**src/rtl/bias_buf_pkg.sv**
```systemverilog
// Shared definitions for the bias buffer and its loader: FSM state encoding
// and the bank-count derivation both sides must agree on.
package bias_buf_pkg;

    localparam logic [1:0] STATE_IDLE  = 2'd0;
    localparam logic [1:0] STATE_LOAD  = 2'd1;
    localparam logic [1:0] STATE_FLUSH = 2'd2;
    localparam logic [1:0] STATE_DONE  = 2'd3;

    typedef enum logic [1:0] {
        ST_IDLE  = STATE_IDLE,
        ST_LOAD  = STATE_LOAD,
        ST_FLUSH = STATE_FLUSH,
        ST_DONE  = STATE_DONE
    } state_t;

    // One bank word per stream beat; a group of X_PE signed bytes spans the banks.
    function automatic int calc_buffer_num(input int x_pe, input int data_len);
        return (8 * x_pe) / data_len;
    endfunction

endpackage

```
**src/rtl/bias_byteswap.sv**
```systemverilog
// Combinational byte reversal of a DATA_LEN-bit word (big-endian DDR packing).
module bias_byteswap #(
    parameter int DATA_LEN = 64
) (
    input  logic [DATA_LEN-1:0] din,
    output logic [DATA_LEN-1:0] dout
);

    localparam int NBYTES = DATA_LEN / 8;

    genvar gi;
    generate
        for (gi = 0; gi < NBYTES; gi++) begin : g_byte
            assign dout[8*gi +: 8] = din[8*(NBYTES-1-gi) +: 8];
        end
    endgenerate

endmodule

```
**src/rtl/bias_loader.sv**
```systemverilog
// Bias buffer write-side feeder: packs BUFFER_NUM stream beats per buffer address.
// Define BIAS_LOADER_BYTESWAP_EN to byte-reverse each beat before it is written.
module bias_loader
    import bias_buf_pkg::*;
#(
    parameter int X_PE       = 16,
    parameter int ADDR_LEN   = 9,
    parameter int DATA_LEN   = 64,
    parameter int BUFFER_NUM = calc_buffer_num(X_PE, DATA_LEN)
) (
    input  logic                  clk,
    input  logic                  rst_n,
    input  logic                  ld_conf,
    input  logic [ADDR_LEN-1:0]   st_wr_addr,
    input  logic [ADDR_LEN:0]     ld_groups,
    input  logic                  ld_abort,
    input  logic [DATA_LEN-1:0]   s_data,
    input  logic                  s_valid,
    output logic                  s_ready,
    output logic [DATA_LEN-1:0]   data_wr,
    output logic [ADDR_LEN-1:0]   wr_addr,
    output logic [BUFFER_NUM-1:0] wr_en,
    output logic                  done,
    output logic                  idle
);

    localparam int BANK_W = (BUFFER_NUM > 1) ? $clog2(BUFFER_NUM) : 1;
    localparam int CNT_W  = ADDR_LEN + 1;
    localparam logic [BANK_W-1:0] LAST_BANK = BANK_W'(BUFFER_NUM - 1);

    state_t              state_reg, state_next;
    logic [ADDR_LEN-1:0] ptr_reg, ptr_next;
    logic [CNT_W-1:0]    cnt_reg, cnt_next;
    logic [BANK_W-1:0]   bank_reg, bank_next;
    logic                wr_fire;
    logic [BUFFER_NUM-1:0] bank_sel;
    logic [DATA_LEN-1:0] beat_data;

`ifdef BIAS_LOADER_BYTESWAP_EN
    bias_byteswap #(
        .DATA_LEN (DATA_LEN)
    ) u_byteswap (
        .din  (s_data),
        .dout (beat_data)
    );
`else
    assign beat_data = s_data;
`endif

    genvar gi;
    generate
        for (gi = 0; gi < BUFFER_NUM; gi++) begin : g_bank_sel
            assign bank_sel[gi] = (bank_reg == BANK_W'(gi));
        end
    endgenerate

    assign s_ready = (state_reg == ST_LOAD);
    assign done    = (state_reg == ST_DONE);
    assign idle    = (state_reg == ST_IDLE);

    always_comb begin
        state_next = state_reg;
        ptr_next   = ptr_reg;
        cnt_next   = cnt_reg;
        bank_next  = bank_reg;
        wr_fire    = 1'b0;
        case (state_reg)
            ST_IDLE: begin
                if (ld_conf && !ld_abort) begin
                    ptr_next   = st_wr_addr;
                    cnt_next   = ld_groups;
                    bank_next  = '0;
                    state_next = (ld_groups != '0) ? ST_LOAD : ST_FLUSH;
                end
            end
            ST_LOAD: begin
                if (ld_abort) begin
                    state_next = ST_IDLE;
                end else if (s_valid) begin
                    wr_fire = 1'b1;
                    if (bank_reg == LAST_BANK) begin
                        // Group complete: advance address (wraps at the buffer top).
                        bank_next = '0;
                        ptr_next  = ptr_reg + ADDR_LEN'(1);
                        cnt_next  = cnt_reg - CNT_W'(1);
                        if (cnt_reg == CNT_W'(1)) begin
                            state_next = ST_FLUSH;
                        end
                    end else begin
                        bank_next = bank_reg + BANK_W'(1);
                    end
                end
            end
            ST_FLUSH: begin
                state_next = ld_abort ? ST_IDLE : ST_DONE;
            end
            ST_DONE: begin
                state_next = ST_IDLE;
            end
            default: begin
                state_next = ST_IDLE;
            end
        endcase
    end

    always_ff @(posedge clk or negedge rst_n) begin
        if (!rst_n) begin
            state_reg <= ST_IDLE;
            ptr_reg   <= '0;
            cnt_reg   <= '0;
            bank_reg  <= '0;
            data_wr   <= '0;
            wr_addr   <= '0;
            wr_en     <= '0;
        end else begin
            state_reg <= state_next;
            ptr_reg   <= ptr_next;
            cnt_reg   <= cnt_next;
            bank_reg  <= bank_next;
            wr_en     <= wr_fire ? bank_sel : '0;
            if (wr_fire) begin
                data_wr <= beat_data;
                wr_addr <= ptr_reg;
            end
        end
    end

endmodule

```
**config.mk**
```make
export PLATFORM = sky130hd
export DESIGN_NAME = bias_loader
export DESIGN_NICKNAME = d
export VERILOG_FILES = /design/src/rtl/bias_buf_pkg.sv /design/src/rtl/bias_byteswap.sv /design/src/rtl/bias_loader.sv
export SDC_FILE = /design/constraint.sdc
export NUM_CORES = 1
export LEC_CHECK = 0
export CAP_MARGIN = 10
export CORE_UTILIZATION = 47
export CTS_CLUSTER_DIAMETER = 150
export CTS_CLUSTER_SIZE = 40
export DETAILED_ROUTE_END_ITERATION = 8
export PLACE_DENSITY = 0.86
export SLEW_MARGIN = 20
export SYNTH_ARGS = -nofsm -noshare
export SYNTH_HDL_FRONTEND = slang
export SYNTH_HIERARCHICAL = 1
export SYNTH_SLANG_ARGS = --single-unit
export TNS_END_PERCENT = 20
```
**constraint.sdc**
```tcl
create_clock -name clk -period 2.8 [get_ports clk]
set_clock_uncertainty 0.15 [all_clocks]
set_input_delay 0.7 -clock clk [delete_from_list [all_inputs] [get_ports clk]]
set_output_delay 0.7 -clock clk [all_outputs]
set_load 0.05 [all_outputs]
```
# ---- Word-level counts from Yosys, hierarchy flattened
# Cells that the tools add are included.
dict set report totals {
  register_bits 97
  in_bits 88
  out_inout_bits 78
  elab_cells 57
}
dict set report op_classes {
  add_sub_neg 3
  eq_ne 11
  muxes 27
  bitwise_logic 1
  reduce_logical 8
}
# op count
set ops {}
lappend ops {{10-bit 2-to-1 mux} 4}
lappend ops {{9-bit 2-to-1 mux} 4}
lappend ops {{10-bit one-hot mux with 2 select lines} 1}
lappend ops {{9-bit one-hot mux with 2 select lines} 1}
lappend ops {{2-bit 2-to-1 mux} 8}
lappend ops {{10-bit by 1-bit == test with 1-bit output (second input constant)} 1}
lappend ops {{10-bit nonzero test} 1}
lappend ops {{10-bit by 1-bit subtractor with 10-bit output (second input constant)} 1}
lappend ops {{9-bit by 1-bit adder with 9-bit output (second input constant)} 1}
lappend ops {{2-bit one-hot mux with 4 select lines} 1}
lappend ops {{4-bit AND reduction} 2}
lappend ops {{1-bit 2-to-1 mux} 7}
lappend ops {{3-bit by 2-bit != test with 1-bit output (second input constant)} 2}
lappend ops {{5-bit AND reduction} 1}
lappend ops {{2-bit == test (second input constant)} 2}
lappend ops {{2-bit by 1-bit != test with 1-bit output (second input constant)} 2}
lappend ops {{2-bit != test (second input constant)} 2}
lappend ops {{3-bit != test (second input constant)} 1}
lappend ops {{2-bit by 1-bit == test with 1-bit output (second input constant)} 1}
lappend ops {{2-bit zero test} 1}
lappend ops {{1-bit one-hot mux with 2 select lines} 1}
lappend ops {{2-bit nonzero test} 1}
lappend ops {{1-bit adder (second input constant)} 1}
lappend ops {{1-bit logical AND} 1}
lappend ops {{2 further kinds} 2}

# ---- Longest topological paths before layout
# Gate-level depths: netlist (run 1).
dict set report depth {
  depth_word 6
  depth_mapped 7
  mapped_depth_nobuf 6
}

# ---- Worst setup path after synthesis (run 1)
# No wires, ideal clock.
dict set report synth_timing {
  path_type {flip-flop to output port}
  from {register state_reg[1]}
  to {output port s_ready}
  arrival_time_ns 1.171
  path_slack_ns 0.779
  stages_incl_launch_ff 5
  cell_sequence {dfrtp_1 nand2b_1 buf_2 inv_2 buf_2}
}
dict set report synth_via {
  elab_chain_len 1
}
# element line_no
set synth_rtl {}
lappend synth_rtl {{from (decl)} bias_loader.sv:31} ;# state_t state_reg, state_next;
lappend synth_rtl {{from (signal assigned)} bias_loader.sv:116} ;# state_reg <= state_next;
lappend synth_rtl {{2-bit by 1-bit == test with 1-bit output} bias_loader.sv:57} ;# assign s_ready = (state_reg == ST_LOAD);
lappend synth_rtl {{to (decl)} bias_loader.sv:19} ;# output logic s_ready,
# Every way passes these cells.

# ---- Final worst setup path (run 1)
dict set report layout_timing {
  from {register state_reg[0]}
  to {output port done}
}
dict set report layout_via {
  elab_chain_len 1
}
# element line_no
set layout_rtl {}
lappend layout_rtl {{2-bit == test} bias_loader.sv:58} ;# assign done = (state_reg == ST_DONE);
lappend layout_rtl {{to (decl)} bias_loader.sv:23} ;# output logic done,
# Every way passes these cells.

==> results.py, run 1 <==
metrics = {
    "worst_setup_path": {
        "max_stage_delay_ns": 0.82,
        "worst_path_max_delay_cell": "clkdlybuf4s50_1",
        "crit_chain": "and2_1, clkdlybuf4s50_1",
        "crit_family": "buffers and inverters",
        "crit_path_end_kind": "primary output",
        "cp-start-kind": "flop",
        "cp_data_required_time_ns": 1.95,
        "worstPathArrival_ns": 1.83,
        "path_class": "reg -> out",
        "cp_num_buf_inv": 1,
        "worst-path-max-fanout": 8,
    },
    "timing": {
        "maxClockFrequency_mhz": 373,
        "min_period_ns": 2.68,
        "fin_setup_tns_ns": 0,
        "period_share_pct": 95.7,
        "setup_violations": 0,
        "hold_violations": 0,
        "slew_violations": 0,
        "maxSlewHeadroom_pct": 49.8,
        "tightest_slew_ns": 0.752,
        "grt_setup_unrepaired": "no",
    },
    "layout": {
        "layout-drive-gt1-share_pct": 20.8,
        "largest_reg_flops": 64,
        "stdcell_area_mm2": 0.00611,
        "area_growth_pct": 46.4,
        "fillers": 585,
        "final_nets": 581,
        "n_antenna_cell": 0,
    },
    "floorplan": {
        "coreArea_mm2": 0.00868,
        "die_h_um": 96.3,
        "io_pins": 166,
        "num_rows": 34,
        "die-area_mm2": 0.00926,
        "die_w_um": 96.3,
        "start_util_pct": 48.1,
    },
    "route": {
        "detail-route-antenna-nets": 0,
        "vias": 3225,
        "wire_per_inst_um": 17.0,
        "viasPerCell": 5.35,
        "drt_iter0_markers": 100,
        "wirelength_um": 10300,
        "dr.pass1.iters": 5,
        "drc": 0,
    },
    "min_path": {
        "hold_class": "in -> async",
    },
    "yosys": {
        "yosysWarnings": 6,
        "synth-seq-area-share_pct": 58.1,
        "syn_area_mm2": 0.00418,
        "synth_cell_types": 43,
        "synth.avg_cell_area_um2": 12.9,
        "synthTopCellsByCount": "97 x dfrtp_1, 73 x mux2_2, 25 x o21ai_0, 18 x nor2_1, 15 x a21oi_1",
        "synth_top_area_share_pct": 58.1,
        "async_reset_ff_share_pct": 100,
        "yosysTopAreaCell": "dfrtp_1",
        "ys.flop_type": "dfrtp_1",
        "synth_nets": 415,
        "yosysMostFrequentCell": "dfrtp_1",
        "synth_edf_count": 0,
        "ys_seq_elements": 97,
        "postSynthCellCount": 324,
        "synthTopCellsByArea": "dfrtp_1 58%, mux2_2 20%, o21ai_0 3.0%",
    },
    "global_route": {
        "grt_pass1_vias": 3028,
        "grt-ovfl-total": 0,
        "grt_max_degree": 75,
        "grt_first_pass_wirelength_um": 15100,
        "grt_antenna_before_repair": 0,
        "grtUsageTotal_pct": 21.8,
    },
    "cts": {
        "hold_buffers": 0,
        "cts_setup_buffers": 0,
        "cts_max_path_buffers": 2,
        "cts-htree-levels": 3,
        "clock-sinks": 97,
        "cts_resized": 0,
        "cts_root_buf": "clkbuf_8",
        "insertion_delay_ns": 0.35,
        "cts_buffers": 9,
        "path_clk_slew_ns": 0.10,
        "cts_tree": "built",
    },
    "pwr": {
        "internal_power_mw": 4.15,
        "sw_frac_of_total_pct": 47.1,
        "powerDensity_mw_per_mm2": 1280,
        "power.switching_mw": 3.69,
        "power_frac_comb_pct": 56.2,
        "p_leak_nw": 2.49,
        "clkPwrFrac_pct": 11.4,
        "vdd_ir_drop_max_uv": 623,
        "power_frac_seq_pct": 32.4,
    },
    "placed_design": {
        "postPlaceCellArea_mm2": 0.00592,
        "port_buffers": 165,
        "hpwlAfterDp_um": 7590,
        "gp_congestion": 0.865,
    },
    "run_status": {
        "outcome": "finished, final reports clean",
    },
    "flow_run": {
        "maxCapViolCount": 0,
    },
}
layout make-up:
type / instances / area [um2] / area share [%]
flip-flops and latches: 97 / 2430 / 39.7
well taps: 108 / 135 / 2.21
clock buffers: 11 / 131 / 2.15
repair buffers: 172 / 1740 / 28.4
clock inverters: 5 / 63.8 / 1.04
inverters: 5 / 18.8 / 0.307
multi-input cells: 205 / 1600 / 26.2
layer usage:
layer  vias up  global-route usage (%)  wire [um]
li1       1510                       -          -
met5         -                       0          0
met2       143                    38.1       5200
met4         0                    7.46        130
met1      1560                    26.8       4260
met3        12                    4.42        691
final timing paths:
kind	startpoint	to	slack [ns]	depth (start not counted)
min	rst_n	data_wr[30]	0.11	1
min reg2reg	data_wr[31]	data_wr[31]	0.36	1
min in group clk	data_wr[31]	data_wr[31]	0.36	1
max in group asynchronous	rst_n	wr_addr[2]	1.70	2
max	state_reg[0]	done	0.12	2
max reg2reg	cnt_reg[0]	cnt_reg[6]	0.79	6
power groups by stage:
stage / sequential [mW] / clock (mW) / combinational, mW
after CTS: 2.54 / 0.921 / 4.43
after global routing: 2.64 / 0.977 / 4.61
after global placement: 2.51 / 0 / 4.32
after floorplan: 4.38 / 0 / 0.991
after detailed placement: 2.57 / 0 / 4.42
final: 2.54 / 0.897 / 4.40
per-stage QoR:
step                      hold WS (ns)  cells  power, mW  setup slack (ns)  utilization (%)
final                            0.107    603       7.83             0.121             70.5
after global routing             0.116    603       8.23            0.0819             70.5
after CTS                        0.105    603       7.89             0.116             70.5
after detailed placement         0.345    587       6.98             0.223             68.2
after global placement           0.339    587       6.83             0.277             68.2
after floorplan                  0.254    324       5.37             0.779                -
logic make-up after synthesis:
| group | count (synthesis) | synth area share (%) |
|---|---|---|
| buffers and inverters | 22 | 3.66 |
| and+or+nand+nor | 64 | 7.97 |
| muxes | 73 | 19.7 |
| DFF | 97 | 58.1 |
| AOI/OAI and AO/OA | 65 | 9.65 |
| adders and majority gates | 3 | 0.899 |
layout by cell type, fill, tap and decap left out, types with 3 or more instances in the layout:
cell,n
inv_1,4
ha_1,3
and2_1,3
buf_12,3
dfrtp_1,97
nor3b_1,3
nor3_1,3
a2bb2oi_1,5
clkdlybuf4s50_1,163
mux2_2,73
nand2_1,12
nand3_1,7
nor4_1,6
o21a_1,3
clkbuf_8,9
buf_4,6
nor2_1,18
o21ai_0,25
a21oi_1,15
(Power assumes the default switching activity.)
==> run 2: changes to the inputs <==
CORE_UTILIZATION = 30   (was 47)
PLACE_DENSITY = not set   (was 0.86)
==> results.py, run 2 (synthesized netlist as in run 1, its figures left out) <==
metrics = {
    "cts": {
        "hold_buffers": 0,
        "cts_tree": "built",
        "path_clk_slew_ns": 0.06,
        "cts_buffers": 9,
        "insertion_delay_ns": 0.34,
        "cts-htree-levels": 3,
        "cts_root_buf": "clkbuf_16",
        "cts_max_path_buffers": 2,
        "cts_resized": 0,
        "clock-sinks": 97,
        "cts_setup_buffers": 0,
    },
    "layout": {
        "final_nets": 582,
        "layout-drive-gt1-share_pct": 21.1,
        "largest_reg_flops": 64,
        "area_growth_pct": 50.7,
        "utilization_pct": 47.0,
        "layout_commonest_cell": "clkdlybuf4s50_1",
        "final_cell_mix": "163 x clkdlybuf4s50_1, 97 x dfrtp_1, 73 x mux2_2",
        "n_antenna_cell": 0,
        "stdcell_area_mm2": 0.00629,
    },
    "worst_setup_path": {
        "r2r_slack_ns": 0.84,
        "r2r_start": "cnt_reg[0]",
        "crit_path_end_kind": "primary output",
        "worst-path-max-fanout": 8,
        "crit_start": "state_reg[0]",
        "path_class": "reg -> out",
        "crit_end": "idle",
        "worstPathArrival_ns": 1.81,
        "r2r_end": "cnt_reg[8]",
        "cp_data_required_time_ns": 1.95,
        "reg2reg_depth": 6,
        "cp-start-kind": "flop",
    },
    "floorplan": {
        "coreArea_mm2": 0.0134,
        "start_util_pct": 31.2,
        "io_pins": 166,
        "die-area_mm2": 0.0144,
        "die_w_um": 120,
        "die_h_um": 120,
        "num_rows": 42,
    },
    "pwr": {
        "power.switching_mw": 3.67,
        "power_frac_comb_pct": 54.3,
        "vdd_ir_drop_max_uv": 551,
        "power_frac_seq_pct": 31.2,
        "powerDensity_mw_per_mm2": 1280,
        "internal_power_mw": 4.40,
        "fin_total_pwr_mw": 8.06,
        "p_leak_nw": 2.55,
        "clkPwrFrac_pct": 14.4,
        "sw_frac_of_total_pct": 45.5,
    },
    "placed_design": {
        "hpwlAfterDp_um": 7390,
        "gp_congestion": 0.768,
        "port_buffers": 165,
        "postPlaceCellArea_mm2": 0.00601,
    },
    "timing": {
        "maxClockFrequency_mhz": 376,
        "min_period_ns": 2.66,
        "grt_setup_unrepaired": "no",
        "maxSlewHeadroom_pct": 50.9,
        "hold-worst-slack_ns": 0.218,
        "slew_violations": 0,
        "tightest_slew_ns": 0.735,
        "period_share_pct": 95.0,
        "setup_violations": 0,
        "hold_violations": 0,
        "fin_setup_tns_ns": 0,
    },
    "global_route": {
        "grt_antenna_before_repair": 0,
        "grt_first_pass_wirelength_um": 16600,
        "grtUsageTotal_pct": 15.0,
        "grt_pass1_vias": 3198,
        "grt_max_degree": 52,
        "grt-ovfl-total": 0,
    },
    "route": {
        "drc": 0,
        "wire_per_inst_um": 15.3,
        "wirelength_um": 10200,
        "detail-route-antenna-nets": 0,
        "viasPerCell": 4.75,
        "vias": 3185,
        "dr.pass1.iters": 4,
        "drt_iter0_markers": 149,
    },
    "run_status": {
        "outcome": "finished, final reports clean",
    },
    "flow_run": {
        "maxCapViolCount": 0,
    },
    "min_path": {
        "hold_class": "in -> async",
    },
}
-- run 2: power by group through the flow --
stage | clock [mW] | sequential [mW] | combinational (mW)
floorplan | 0 | 4.38 | 0.991
global placement | 0 | 2.53 | 4.36
detailed placement | 0 | 2.56 | 4.41
CTS | 1.21 | 2.53 | 4.42
global route | 1.27 | 2.64 | 4.59
finish | 1.16 | 2.52 | 4.38
-- run 2: area by class of cell --
type / count / area, um2
timing repair buffer: 173 / 1740
multi-input combinational: 205 / 1600
fill: 1234 / 7110
clock inverter: 2 / 13.8
clock buffer: 12 / 267
tap: 176 / 220
inverter: 5 / 18.8
sequential: 97 / 2430
-- run 2: stage by stage --
| step | worst slack, ns | cells |
|---|---|---|
| finish | 0.139 | 670 |
| global route | 0.0670 | 670 |
| CTS | 0.123 | 670 |
| detailed placement | 0.203 | 656 |
| global placement | 0.244 | 656 |
| floorplan | 0.779 | 324 |
-- run 2: how the worst min path moves through the flow --
stage / startpoint / to / slack (ns) / cells after the start
after CTS: rst_n / data_wr[32] / 0.23 / 1
after global routing: rst_n / data_wr[42] / 0.26 / 1
after global placement: data_wr[2] / data_wr[2] / 0.34 / 1
after detailed placement: data_wr[31] / data_wr[31] / 0.34 / 1
after floorplan: rst_n / bank_reg / 0.25 / 0
final: rst_n / data_wr[42] / 0.22 / 1
-- run 2: routing by layer --
| layer | vias to the layer above | share of wire, % | GRT usage (%) |
|---|---|---|---|
| met2 | 130 | 47 | 24.0 |
| met3 | 13 | 6.7 | 3.33 |
| met1 | 1532 | 44 | 19.0 |
| met5 | - | 0 | 0 |
| met4 | 0 | 2.0 | 7.34 |
| li1 | 1510 | - | - |
-- run 2: worst max-delay path, stage by stage (launching register included) --
cell and delay, ns:
dfrtp_1 0.46, nor2_1 0.19, clkdlybuf4s50_1 0.82
==> variant 1: new RTL, config.mk and constraints of run 1 <==
Change the parameter `X_PE` from 16 to 8.
--- a/src/rtl/bias_loader.sv
+++ b/src/rtl/bias_loader.sv
@@ -3,7 +3,7 @@
 module bias_loader
     import bias_buf_pkg::*;
 #(
-    parameter int X_PE       = 16,
+    parameter int X_PE       = 8,
     parameter int ADDR_LEN   = 9,
     parameter int DATA_LEN   = 64,
     parameter int BUFFER_NUM = calc_buffer_num(X_PE, DATA_LEN)
Ports: changed (resized wr_en); port bits go from 166 to 165. The function was not compared with the original's and may differ.
==> variant 1 against run 1 <==
Total power decreased by 0.64%; critical path type unchanged; synthesized area fell by 1.5%; wire length down 7.9%; sequential cell count down 2; design area fell by 1.5%; combinational power rose by 2%; first-iteration DRC count decreased by 33%; non-clock buffer count down 1; synthesized cell count decreased by 4.3%; worst setup slack lost 0.019 ns; register-to-register slack worse by 0.05 ns; clock power is 9.7% lower; largest power group unchanged; cell count is 3.0% lower.
==> variant 1: results (changes against run 1) <==
Cells and area
  – Layout cells sized above 1: 21.9% (was 20.8%)
  – Seq/total area: 39.5% (was 39.7%)
  – Signal buffers: 171 (was 172)
  – Fin nets: 567 (was 581)
  – Multi-Input Combinational: 196 (was 205)

Drt
  – Initial DRC count: 67 (was 100)
  – Pre-antenna DRT Iters: 4 (was 5)
  – WL/cell: 16.2 um (was 17.0 um)
  – DR vias: 3131 (was 3225)

Worst setup path
  – Peak per-stage delay on the critical path: 0.84 ns (was 0.82 ns)
  – Worst EP arrival: 1.85 ns (was 1.83 ns)
  – RR Endpoint: cnt_reg[8] (was cnt_reg[6])
  – Critical path origin: state_reg[1] (was state_reg[0])

GRT
  – Vias in the first global route: 2994 (was 3028)
  – Largest net degree at the start of global routing: 57 (was 75)
  – Global-route usage over all layers: 21.2% (was 21.8%)

Yosys
  – Post-synth top cells: 95 x dfrtp_1, 73 x mux2_2, 16 x nor2_1 (was 97 x dfrtp_1, 73 x mux2_2, 25 x o21ai_0)
  – Net count after synthesis: 401 (was 415)
  – Flop and latch count out of synthesis: 95 (was 97)

Placed design
  – GP Congestion: 0.844 (was 0.865)
  – Port bufs: 164 (was 165)

Status
  – Status: completed (unchanged)

Power and ir drop
  – Pint: 4.10 mW (was 4.15 mW)
  – Leak: 2.44 nW (was 2.49 nW)
  – Worst VDD drop: 0.000670 V (was 0.000623 V)

STA
  – Hold_ws: 0.163 ns (was 0.107 ns)
  – Max_slew headroom: 61.1% (was 49.8%)
-- variant 1: routing by layer --
| metal | global-route usage (%) | wire length, um | vias up |
|---|---|---|---|
| met5 | 0 | 0 | - |
| met2 | 36.5 | 4880 | 126 |
| met4 | 8.33 | 110 | 0 |
| li1 | - | - | 1469 |
| met1 | 26.1 | 3760 | 1526 |
| met3 | 4.23 | 715 | 10 |
-- variant 1: through the flow --
step / util (%) / setup slack (ns) / instances
2_1_floorplan: - / 0.555 / 310
3_3_place_gp: 70.2 / 0.301 / 570
3_5_place_dp: 70.2 / 0.251 / 570
4_1_cts: 72.2 / 0.104 / 585
5_1_grt: 72.2 / 0.00169 / 585
6_report: 72.2 / 0.102 / 585
-- variant 1: cell families (layout without fill, tap and decap cells) --
family | count (synthesis) | in the layout | synth area share (%)
mux | 74 | 74 | 20.2
buf+inv | 19 | 189 | 3.59
compound gates | 54 | 54 | 8.89
fa+ha+maj | 3 | 3 | 0.913
flops | 95 | 95 | 57.8
simple gates | 65 | 65 | 8.55
-- variant 1: how the worst min path moves through the flow --
stage	cells after the start	end	startpoint
floorplan	0	cnt_reg[0]	rst_n
CTS	1	data_wr[21]	rst_n
detailed placement	1	data_wr[35]	data_wr[35]
global placement	1	data_wr[9]	data_wr[9]
finish	1	state_reg[0]	rst_n
global route	1	data_wr[21]	rst_n
-- variant 1: power groups by stage --
stage	Sequential (mW)	Clock (mW)	Combinational [mW]
after floorplan	4.33	0	1.12
after global placement	2.46	0	4.43
after detailed placement	2.52	0	4.51
after CTS	2.49	0.837	4.52
after global routing	2.59	0.885	4.71
final	2.48	0.810	4.49
-- variant 1: worst max-delay path: cells and delay by family (launching register included) --
family | cells | cell delay [ns]
flops | 1 | 0.44
buf+inv | 1 | 0.84
simple gates | 1 | 0.21
==> variant 2: new RTL, flow settings as in run 1 <==
Without the edit above. Reset style: synchronous (`rst_n`), changed in one clocked block.
--- a/src/rtl/bias_loader.sv
+++ b/src/rtl/bias_loader.sv
@@ -103,7 +103,7 @@
         endcase
     end
 
-    always_ff @(posedge clk or negedge rst_n) begin
+    always_ff @(posedge clk) begin
         if (!rst_n) begin
             state_reg <= ST_IDLE;
             ptr_reg   <= '0;
Behaviour: differs if rst_n is asserted again (counterexample within 4 cycles, from zero or initial values and one cycle with rst_n low); with rst_n held inactive, the same outputs for 10 cycles.
==> variant 2 against run 1 <==
Synthesized area shrank 0.36%; non-clock buffer count grew 2; cell count grew 27%; die area shrank 0.35%; sequential cell count is the same; worst hold slack gained 0.20 ns; sequential share of layout area shrank 7.5 points; critical path depth is the same; design area shrank 1.5%; worst setup slack lost 0.0029 ns; wire length grew 13%; first-iteration DRC count grew 33%.
Power is not compared: it rests on default switching activity, and its combinational part moved more than twofold at a synthesized area within 25%.
==> variant 2: results (changes against run 1) <==
Min path
  – Hold WC Path Type: reg -> reg (was in -> async)

Yosys
  – Synthesized area per cell: 8.21 um2 (was 12.9 um2)
  – Primary FF master, synth: dfxtp_1 (was dfrtp_1)
  – Async SR Flop Fraction: 0% (was 100%)
  – Post-synth top cells: 164 x nand2_1, 97 x dfxtp_1, 51 x a21boi_0 (was 97 x dfrtp_1, 73 x mux2_2, 25 x o21ai_0)
  – Net count after synthesis: 598 (was 415)
  – Yosys Warn Count: 6 (unchanged)
  – Synth area leaders: dfxtp_1 47%, nand2_1 15%, a21boi_0 9.2% (was dfrtp_1 58%, mux2_2 20%, o21ai_0 3.0%)
  – Distinct cells, synth: 54 (was 43)
  – Sequential fraction of the synthesis area: 46.7% (was 58.1%)

Drt
  – Pre-antenna DRT Iters: 5 (unchanged)
  – Vias per inst: 5.31 (was 5.35)
  – Total wire length: 11.6 mm (was 10.3 mm)
  – Initial DRC count: 133 (was 100)
  – Post-route ant nets: 0 (unchanged)

Cells and area
  – Fin nets: 745 (was 581)
  – Ant. Diodes: 0 (unchanged)
  – Layout cells sized above 1: 5.61% (was 20.8%)
  – Max FFs per register: 64 (unchanged)
  – Non-Filler Instances: 764 (was 603)

Power and ir drop
  – Leak: between 2 and 2.5 nW
  – Worst VDD drop: 0.000278 V

GRT
  – Vias in the first global route: 3830 (was 3028)
  – Largest net degree at the start of global routing: 76 (was 75)
  – Initial antenna violation count: 0 (unchanged)
  – First-pass GRT wire length: 17.8 mm (was 15.1 mm)
  – Global-route usage over all layers: 24.9% (was 21.8%)

Clocking
  – Htree depth: 3 (unchanged)
  – Longest Clk Path Bufs: 2 (unchanged)
  – Total CTS buffers: 9 (unchanged)
  – Cts repair resizes: 0 (unchanged)
  – Worst-skew pair later-pin latency: 0.35 ns (about the same)
  – Postcts setup bufs: 0 (unchanged)
  – CTS Root Cell: clkbuf_8 (unchanged)
  – Clock transition at path regs: 0.10 ns (about the same)

Worst setup path
  – CP Max Fanout: 10 (was 8)
  – Peak per-stage delay on the critical path: approximately 0.81 ns
  – CP max stage cell: clkdlybuf4s50_1 (unchanged)
  – Worst EP arrival: 1.83 ns (about the same)

Placed design
  – Final HPWL DP: 8.21 mm (was 7.59 mm)
  – GP Congestion: 0.837 (was 0.865)
  – DP Area: 0.00584 mm2 (was 0.00592 mm2)
  – Port bufs: 165 (unchanged)
  – Place WS: 0.321 ns (was 0.223 ns)

STA
  – Worst slew pin tran: 0.633 ns (was 0.752 ns)

Status
  – Status: completed (unchanged)
variant 2: metal layers:
| layer | vias up | track usage [%] | wire (um) |
|---|---|---|---|
| met4 | 0 | 11.1 | 318 |
| met3 | 29 | 5.45 | 954 |
| li1 | 2010 | - | - |
| met5 | - | 0 | 0 |
| met2 | 161 | 44.3 | 5720 |
| met1 | 1860 | 28.5 | 4620 |
variant 2: cell type report:
type                            count  area [um2]
Clock buffer                       11         141
Clock inverter                      5        38.8
Fill cell                         641        2360
Inverter                            6        22.5
Multi-Input combinational cell    366        2010
Sequential cell                    97        1940
Tap cell                          105         131
Timing Repair Buffer              174        1740
variant 2: cell families (layout without fill, tap and decap cells):
| group | count (synthesis) | after routing | synth area share [%] |
|---|---|---|---|
| flip-flops | 97 | 97 | 46.7 |
| adder cells (fa/ha/maj) | 3 | 3 | 0.902 |
| AO/OA/AOI/OAI | 140 | 140 | 23.9 |
| buffers and inverters | 44 | 196 | 5.14 |
| AND/OR/NAND/NOR | 223 | 223 | 23.3 |
variant 2: report_power, final:
| group | leakage (nW) | switching [mW] | internal [mW] |
|---|---|---|---|
| sequential | 0.785 | 0.0343 | 1.41 |
| clock | 0.0903 | 0.493 | 0.355 |
| combinational | 1.20 | 0.214 | 0.215 |
variant 2: path summary, 6_finish.rpt:
kind	slack [ns]	end	startpoint	cells after the start
hold reg to reg	0.31	data_wr[15]	data_wr[15]	2
hold / removal	0.31	data_wr[15]	data_wr[15]	2
setup / recovery	0.12	done	state_reg[0]	2
setup reg to reg	0.73	cnt_reg[8]	cnt_reg[0]	6
variant 2: worst max-delay path: cells and delay by family (launching register included):
kind	cells	cell delay (ns)
AND/OR/NAND/NOR	1	0.17
buffers and inverters	1	0.81
flip-flops	1	0.50
